<file path="config.mk">
export PLATFORM = sky130hd
export DESIGN_NAME = lm_sm_sequencer
export DESIGN_NICKNAME = d
export VERILOG_FILES = /design/src/rtl/lm_sm_pkg.sv /design/src/rtl/lm_sm_sequencer_prio_enc8.sv /design/src/rtl/lm_sm_sequencer.sv
export SDC_FILE = /design/constraint.sdc
export NUM_CORES = 1
export LEC_CHECK = 0
export ABC_AREA = 1
export CAP_MARGIN = 15
export CORE_ASPECT_RATIO = 1.25
export CORE_MARGIN = 4
export CORE_UTILIZATION = 30
export CTS_CLUSTER_DIAMETER = 150
export DETAILED_ROUTE_END_ITERATION = 10
export GPL_TIMING_DRIVEN = 0
export MAX_ROUTING_LAYER = met4
export PLACE_DENSITY = 0.52
export SLEW_MARGIN = 20
export SYNTH_ARGS = -nofsm -noshare
export SYNTH_HDL_FRONTEND = slang
export SYNTH_SLANG_ARGS = --single-unit
</file>
<file path="constraint.sdc">
create_clock -name clk -period 2.51 [get_ports clk]
set_clock_uncertainty 0.15 [all_clocks]
set_input_delay 0.502 -clock clk [delete_from_list [all_inputs] [get_ports clk]]
set_output_delay 0.502 -clock clk [all_outputs]
set_load 0.05 [all_outputs]
</file>
<file path="src/rtl/lm_sm_pkg.sv">
// -----------------------------------------------------------------------------
// lm_sm_pkg
// Shared definitions for the LM/SM micro-op sequencer:
//   OP_LM / OP_SM   - opcodes (in_ir[15:12]) of load-multiple / store-multiple
//   NOP_IR_DEFAULT  - instruction word emitted for bubbles and flushes
//   state_t         - sequencer FSM state encoding (IDLE, SEQ)
//   is_multiple()   - true when an opcode is LM or SM
// -----------------------------------------------------------------------------
package lm_sm_pkg;

   localparam logic [3:0]  OP_LM          = 4'b0110;
   localparam logic [3:0]  OP_SM          = 4'b0111;
   localparam logic [15:0] NOP_IR_DEFAULT = 16'hF000;

   typedef enum logic {
      ST_IDLE = 1'b0,
      ST_SEQ  = 1'b1
   } state_t;

   function automatic logic is_multiple(input logic [3:0] op);
      return (op == OP_LM) || (op == OP_SM);
   endfunction

endpackage

</file>
<file path="src/rtl/lm_sm_sequencer_prio_enc8.sv">
// -----------------------------------------------------------------------------
// prio_enc8
// 8-bit lowest-set-bit priority encoder.
// Ports:
//   list_i [7:0] - register list
//   idx_o  [2:0] - index of the lowest set bit (0 when list_i is zero)
//   zero_o       - list_i has no bits set
// -----------------------------------------------------------------------------
module prio_enc8 (
   input  logic [7:0] list_i,
   output logic [2:0] idx_o,
   output logic       zero_o
);

   // Scan from the top down so the lowest set bit is the last one written.
   always_comb begin
      idx_o = 3'd0;
      for (int i = 7; i >= 0; i--) begin
         if (list_i[i]) idx_o = 3'(i);
      end
   end

   assign zero_o = (list_i == 8'h00);

endmodule

</file>
<file path="src/rtl/lm_sm_sequencer.sv">
// -----------------------------------------------------------------------------
// lm_sm_sequencer
// Splits LM/SM (load/store multiple) instructions into one micro-op per set
// bit of the register list, lowest index first; other instructions pass
// through with one cycle of latency.
//
// Ports:
//   clk, reset       - clock; asynchronous active-high reset
//   in_ir[15:0]      - upstream instruction (opcode [15:12], Ra [11:9], list [7:0])
//   in_valid         - in_ir holds a real instruction
//   stall_in         - downstream cannot take a micro-op; everything holds
//   flush            - squash: back to IDLE, emit NOP bubble (beats stall_in)
//   in_ready         - combinational; in_ir is consumed at this clock edge
//   out_ir[15:0]     - registered instruction word for the RR/EX register
//   out_valid        - out_ir is a real micro-op
//   reg_addr[2:0]    - register loaded/stored by this micro-op
//   first_multiple   - first micro-op of an LM/SM (EX uses Ra as base)
//   last_multiple    - final micro-op of an LM/SM
//   mem_en           - micro-op performs a memory access
//   state_dbg        - current FSM state, for observation only
//
// Handshake: an instruction is consumed on a rising edge where in_ready=1
// (no stall, IDLE); in_valid qualifies whether it is real. While an LM/SM is
// being expanded in_ready stays low and in_ir is ignored.
//
// Configuration macro LMSM_SKIP_EMPTY_EN: when defined, an LM/SM with an
// empty register list produces a NOP bubble; otherwise it produces a single
// non-memory micro-op flagged both first and last.
// -----------------------------------------------------------------------------
module lm_sm_sequencer
   import lm_sm_pkg::*;
#(
   parameter logic [15:0] NOP_IR = NOP_IR_DEFAULT
) (
   input  logic        clk,
   input  logic        reset,
   input  logic [15:0] in_ir,
   input  logic        in_valid,
   input  logic        stall_in,
   input  logic        flush,
   output logic        in_ready,
   output logic [15:0] out_ir,
   output logic        out_valid,
   output logic [2:0]  reg_addr,
   output logic        first_multiple,
   output logic        last_multiple,
   output logic        mem_en,
   output state_t      state_dbg
);

   state_t      state_q;
   logic [7:0]  rem_q;
   logic [15:0] out_ir_q;
   logic        out_valid_q;
   logic [2:0]  reg_addr_q;
   logic        first_q;
   logic        last_q;
   logic        mem_en_q;

   logic [7:0]  sel_list;
   logic [2:0]  enc_idx;
   logic        enc_zero;
   logic [7:0]  list_left;
   logic        is_mult;

   // One encoder serves both the fresh list (IDLE) and the remainder (SEQ).
   assign sel_list  = (state_q == ST_SEQ) ? rem_q : in_ir[7:0];
   assign list_left = sel_list & ~(8'h01 << enc_idx);
   assign is_mult   = is_multiple(in_ir[15:12]);

   prio_enc8 u_enc (
      .list_i (sel_list),
      .idx_o  (enc_idx),
      .zero_o (enc_zero)
   );

   assign in_ready = ~stall_in & (state_q == ST_IDLE);

   always_ff @(posedge clk or posedge reset) begin
      if (reset) begin
         state_q     <= ST_IDLE;
         rem_q       <= 8'h00;
         out_ir_q    <= NOP_IR;
         out_valid_q <= 1'b0;
         reg_addr_q  <= 3'd0;
         first_q     <= 1'b0;
         last_q      <= 1'b0;
         mem_en_q    <= 1'b0;
      end else if (flush) begin
         state_q     <= ST_IDLE;
         rem_q       <= 8'h00;
         out_ir_q    <= NOP_IR;
         out_valid_q <= 1'b0;
         reg_addr_q  <= 3'd0;
         first_q     <= 1'b0;
         last_q      <= 1'b0;
         mem_en_q    <= 1'b0;
      end else if (!stall_in) begin
         if (state_q == ST_SEQ) begin
            // out_ir_q keeps the LM/SM word for every micro-op of the sequence.
            out_valid_q <= 1'b1;
            reg_addr_q  <= enc_idx;
            first_q     <= 1'b0;
            mem_en_q    <= 1'b1;
            rem_q       <= list_left;
            last_q      <= (list_left == 8'h00);
            if (list_left == 8'h00) state_q <= ST_IDLE;
         end else if (!in_valid) begin
            out_ir_q    <= NOP_IR;
            out_valid_q <= 1'b0;
            reg_addr_q  <= 3'd0;
            first_q     <= 1'b0;
            last_q      <= 1'b0;
            mem_en_q    <= 1'b0;
         end else if (!is_mult) begin
            out_ir_q    <= in_ir;
            out_valid_q <= 1'b1;
            reg_addr_q  <= 3'd0;
            first_q     <= 1'b0;
            last_q      <= 1'b0;
            mem_en_q    <= 1'b0;
         end else if (enc_zero) begin
`ifdef LMSM_SKIP_EMPTY_EN
            out_ir_q    <= NOP_IR;
            out_valid_q <= 1'b0;
            first_q     <= 1'b0;
            last_q      <= 1'b0;
`else
            out_ir_q    <= in_ir;
            out_valid_q <= 1'b1;
            first_q     <= 1'b1;
            last_q      <= 1'b1;
`endif
            reg_addr_q  <= 3'd0;
            mem_en_q    <= 1'b0;
         end else begin
            out_ir_q    <= in_ir;
            out_valid_q <= 1'b1;
            reg_addr_q  <= enc_idx;
            first_q     <= 1'b1;
            mem_en_q    <= 1'b1;
            rem_q       <= list_left;
            last_q      <= (list_left == 8'h00);
            state_q     <= (list_left == 8'h00) ? ST_IDLE : ST_SEQ;
         end
      end
   end

   assign out_ir         = out_ir_q;
   assign out_valid      = out_valid_q;
   assign reg_addr       = reg_addr_q;
   assign first_multiple = first_q;
   assign last_multiple  = last_q;
   assign mem_en         = mem_en_q;
   assign state_dbg      = state_q;

endmodule
</file>
==> results of run 1 <==
-- power by group --
part / switching (mW) / leakage [nW] / internal (mW)
Sequential: 0.00732 / 0.428 / 0.532
Combinational: 0.128 / 0.557 / 0.0762
Clock: 0.192 / 0.0645 / 0.350
Total: 0.327 / 1.05 / 0.958
-- cells in the mapped netlist --
cell / number
nand2_1: 42
inv_1: 31
dfrtp_1: 28
o21ai_0: 18
nor2_1: 15
nand3_1: 11
nand2_2: 8
a21oi_1: 6
a22o_1: 6
dfstp_2: 4
o21ai_1: 3
clkbuf_1: 2
nor2_2: 2
o22a_1: 2
a21oi_2: 1
a32o_1: 1
buf_12: 1
buf_2: 1
buf_6: 1
inv_4: 1
nand4_1: 1
nor4_1: 1
o21a_1: 1
o21ai_2: 1
o21bai_1: 1
o22ai_1: 1
-- layer usage --
metal / global-route usage (%) / routed length (um)
met5: - / 0
met4: 6.040 / 84
met3: 3.182 / 162
met2: 21.51 / 1842
met1: 15.96 / 1747
-- worst max-delay path by stage --
stage	slack, ns	to	cells after the start	startpoint
2_1_floorplan	0.22	out_ir[7]	6	state_dbg
3_3_place_gp	-0.15	in_ready	3	stall_in
3_5_place_dp	-0.14	in_ready	3	stall_in
5_1_grt	0.05	in_ready	4	state_dbg
4_1_cts	0.12	in_ready	4	state_dbg
6_report	0.13	in_ready	4	state_dbg
-- through the flow --
step | hold slack (ns) | utilization (%) | instances | power, mW
2_1_floorplan | 0.3221 | - | 190 | 0.6738
3_3_place_gp | 0.3158 | 41.35 | 297 | 0.7572
3_5_place_dp | 0.3194 | 41.35 | 297 | 0.7567
4_1_cts | 0.3402 | 43.82 | 305 | 1.304
5_1_grt | 0.3703 | 43.82 | 305 | 1.339
6_report | 0.3335 | 43.82 | 305 | 1.286
-- final cells by class --
class | instances | area [um2] | area share (%)
Clock inverter | 1 | 30.03 | 1.349
Inverter | 32 | 122.6 | 5.509
Sequential cell | 32 | 805.8 | 36.20
Multi-Input combinational cell | 121 | 600.6 | 26.98
Buffer | 5 | 43.79 | 1.967
Timing Repair Buffer | 45 | 449.2 | 20.18
Clock buffer | 7 | 96.34 | 4.328
Tap cell | 62 | 77.57 | 3.485
-- cell families after synthesis --
| group | synth area share (%) |
|---|---|
| simple gates | 21.91 |
| compound gates | 16.18 |
| buf+inv | 10.60 |
| flops | 51.31 |
-- sequential cells by signal, summed over array words and instances, names as in the netlist --
name            flops
first_multiple      1
out_valid           1
mem_en              1
reg_addr            3
rem_q               8
last_multiple       1
out_ir             16
state_dbg           1
-- worst max-delay path, stage by stage (launching register included) --
cell           delay, ns
dfrtp_1             0.39
buf_6               0.15
buf_12              0.14
nor2_2              0.20
dlygate4sd2_1       0.56
-- repair_timing --
action	CTS	global route
resized for setup	1	0
setup endpoints to repair	1	0
hold buffers	0	0
==> flow_metrics.tcl, run 1 <==
set metrics [dict create \
    holdCritStartpoint "mem_en" \
    grt_pass1_vias 1396 \
    die_w_um 72.71 \
    finalCriticalPeriod_ns 2.378 \
    synth_cells 190 \
    cts_buffers 5 \
    r2r_setup_slack_ns 0.50 \
    pre_cts_ws_ns -0.1405 \
    run_status "finished clean" \
    crit_type "reg -> out" \
    synth_area_per_cell_um2 8.265 \
    htreeDepth 2 \
    grt_antenna_before_repair 0 \
    final_cell_mix "clkdlybuf4s50_1 (44), nand2_1 (42), inv_1 (30)" \
    die_height_um 88.89 \
    drtPass1Iterations 4 \
    avgRoutedWirePerCell_um 12.58 \
    vdd_ir_drop_max_mv 0.1868 \
    routed_wl_um 3836 \
    coreArea_um2 5080 \
    area_delta_synth_final_pct 41.75 \
    gp_congestion 0.8960 \
    setup_ws_ns 0.1321 \
    start_util_pct 30.91 \
    grt_first_pass_wirelength_um 6396 \
    port_buffers 45 \
    yosysTopAreaCellShare_pct 44.62 \
    vias 1380 \
    final_nets 263 \
    fillers 504 \
    rsz0062_at_grt "false" \
    synth_area_leader_cell "dfrtp_1" \
    die_area_um2 6463 \
    final_cell_area_um2 2226 \
    hold_viol 0 \
    grt_usage_pct 13.44 \
    slew_viol_final 0 \
    path_clk_slew_ns 0.06 \
    drt_iter0_drc 48 \
    ant_nets 0 \
    reg2reg_depth 11 \
    hold_path_depth 2 \
    tritoncts "done" \
    cap_viol_max_count 0 \
    cp-end-kind "output pin" \
    pin_count 46 \
    layout_commonest_cell "clkdlybuf4s50_1" \
    row_count 29 \
    dpl_cell_area_um2 2101 \
    diodes 0 \
    slew-limit-headroom_pct 54.81 \
    grt_start_max_net_pins 33 \
    via_per_inst 4.525 \
    synth-seq-area-share_pct 51.31 \
    detailed_place_hpwl_um 2936 \
    setup_tns_ns 0 \
    ys_ff_latch 32 \
    cp_max_fo 10 \
    insertion_delay_ns 0.29 \
    ys_types 26 \
    overflow 0 \
    fmax_ghz 0.4205 \
    cts_max_path_buffers 2 \
    cp-start-kind "register" \
    synth_nets 211 \
    clock_sinks 32 \
    crit_required_ns 1.86 \
    powerDensity_nw_per_um2 577.7 \
    hp-class "reg -> reg" \
    syn_area_um2 1570 \
    ys_top_cells_by_area "dfrtp_1 (45%), nand2_1 (10%), inv_1 (7.4%), dfstp_2 (6.7%), o21ai_0 (5.7%)" \
    timing.rr.end "state_dbg" \
    worst_slew_pin_slew_ns 0.6768 \
    min_to "mem_en" \
    synth_warnings 0 \
    r2r_start "state_dbg" \
    drive_gt1_share_pct 12.35 \
    p_leak_nw 1.049 \
    post_cts.repair.setup_buffers 0 \
    cp.arrival_ns 1.73 \
    drcViolationCount 0 \
    fin_crit_sh_pct 94.74 \
    clock_tree.root_cell "clkbuf_8" \
    setup_violations 0 \
]
Power figures use the tool's default switching activity.
==> run 2: changes to the inputs <==
Settings changed: CORE_MARGIN 4 to unset.
==> run 2 against run 1 <==
  * Cell count unchanged
  * Critical endpoint unchanged
  * Highest routed layer unchanged
  * Critical path type unchanged
  * Power decreased by 7.6%
  * Critical path depth unchanged
  * First-iteration DRC count decreased by 29%
==> flow_metrics.tcl, run 2 (synthesis results as in run 1) <==
set metrics [dict create \
    run_status "finished clean" \
    port_buffers 45 \
    cts_buffers 5 \
    crit_type "reg -> out" \
    overflow 0 \
    ant_nets 0 \
    detailed_place_hpwl_um 3061 \
    critPathSlowestCell "dlygate4sd2_1" \
    hold_viol 0 \
    cp_cell_sequence "buf_6 > buf_12 > nor2_2 > dlygate4sd2_1" \
    critical-path-max-stage-delay_ns 0.56 \
    start_util_pct 31.13 \
    path_clk_slew_ns 0.07 \
    layout_commonest_cell "clkdlybuf4s50_1" \
    setup_tns_ns 0 \
    drtPass1Iterations 4 \
    coreArea_um2 5044 \
    cts_max_path_buffers 2 \
    cap_viol_max_count 0 \
    reg2reg_depth 10 \
    via_per_inst 4.551 \
    grt_antenna_before_repair 0 \
    htreeDepth 2 \
    cp.arrival_ns 1.74 \
    final_util_pct 43.61 \
    slew-limit-headroom_pct 54.94 \
    setup_violations 0 \
    drt_iter0_drc 34 \
    slew_viol_final 0 \
    timing.rr.end "rem_q[6]" \
    vias 1388 \
    diodes 0 \
    avgRoutedWirePerCell_um 13.10 \
    routed_wl_um 3997 \
    die_area_um2 5529 \
    cp-end-kind "output pin" \
    pre_cts_ws_ns -0.1627 \
    rsz0062_at_grt "false" \
    hp-class "reg -> reg" \
    cp-start-kind "register" \
    fmax_ghz 0.4174 \
    gp_congestion 0.7849 \
    pin_count 46 \
    area_delta_synth_final_pct 40.08 \
    fillers 525 \
    vdd_ir_drop_max_mv 0.3808 \
    p_leak_nw 1.036 \
    r2r_setup_slack_ns 0.45 \
    die_w_um 66.71 \
    setup_ws_ns 0.1145 \
    r2r_start "state_dbg" \
    clock_sinks 32 \
    die_height_um 82.89 \
    worst_slew_pin_slew_ns 0.6749 \
    grt_pass1_vias 1418 \
    final_nets 263 \
    drive_gt1_share_pct 11.93 \
    powerDensity_nw_per_um2 540.0 \
    drcViolationCount 0 \
    row_count 29 \
    post_cts.repair.setup_buffers 0 \
    crit_start "state_dbg" \
    grt_first_pass_wirelength_um 6651 \
    fin_crit_sh_pct 95.44 \
    largest_reg_flops 16 \
    insertion_delay_ns 0.28 \
    crit_end "in_ready" \
    finalCriticalPeriod_ns 2.396 \
    cp_max_fo 10 \
    clock_tree.root_cell "clkbuf_8" \
    grt_start_max_net_pins 33 \
    tritoncts "done" \
    grt_usage_pct 16.39 \
    final_cell_mix "clkdlybuf4s50_1 (44), nand2_1 (42), inv_1 (30)" \
    crit_required_ns 1.86 \
]
==> run 2: cell types whose count changed in the layout (fill, tap and decap cells not counted) <==
cell | before | now
bufinv_16 | 1 | 0
clkbuf_1 | 2 | 3
==> run 2: worst min path at each step <==
| stage | slack (ns) | from | cells past startpoint | to |
|---|---|---|---|---|
| floorplan | 0.32 | rem_q[0] | 2 | rem_q[0] |
| global placement | 0.32 | out_ir[6] | 2 | out_ir[6] |
| detailed placement | 0.32 | mem_en | 2 | mem_en |
| CTS | 0.34 | mem_en | 2 | mem_en |
| global route | 0.36 | out_ir[4] | 2 | out_ir[4] |
| finish | 0.33 | mem_en | 2 | mem_en |
==> run 2: stage by stage <==
step	area, um2	power (mW)	cells	hold slack [ns]
final	2200	1.188	305	0.3300
after global routing	2200	1.237	305	0.3624
after CTS	2200	1.201	305	0.3356
after detailed placement	2101	0.7582	297	0.3192
after global placement	2101	0.7575	297	0.3170
after floorplan	1573	0.6738	190	0.3221
==> run 2: per-layer routing <==
metal | wire, um | part of all wire, % | track usage (%) | vias up
li1 | - | - | - | 712
met1 | 1834 | 46 | 20.21 | 646
met2 | 1977 | 49 | 25.62 | 24
met3 | 128 | 3.2 | 3.984 | 6
met4 | 57 | 1.4 | 5.996 | 0
met5 | 0 | 0 | - | -
==> run 2: critical path, delay by kind of cell, from the launching register on <==
family	cells	cell delay, ns
flip-flops	1	0.41
buffers and inverters	3	0.86
AND/OR/NAND/NOR	1	0.19
==> run 2: power breakdown <==
part | internal [mW] | switching (mW) | leakage, nW | total (mW)
Combinational | 0.0762 | 0.130 | 0.557 | 0.206
Sequential | 0.532 | 0.00782 | 0.428 | 0.540
Clock | 0.250 | 0.191 | 0.0515 | 0.441
Total | 0.859 | 0.329 | 1.04 | 1.19
==> run 2: area by class of cell <==
class | instances | area, um2 | area share, %
plain buffers | 5 | 43.79 | 1.991
clock buffers | 8 | 100.1 | 4.551
inverters | 32 | 122.6 | 5.575
multi-input cells | 121 | 600.6 | 27.30
flip-flops and latches | 32 | 805.8 | 36.63
well taps | 62 | 77.57 | 3.527
repair buffers | 45 | 449.2 | 20.42
==> run 2: timing repair <==
action | CTS | global route
resized for setup | 1 | 0
hold buffers | 0 | 0
hold endpoints to repair | 0 | 0
setup endpoints to repair | 1 | 0
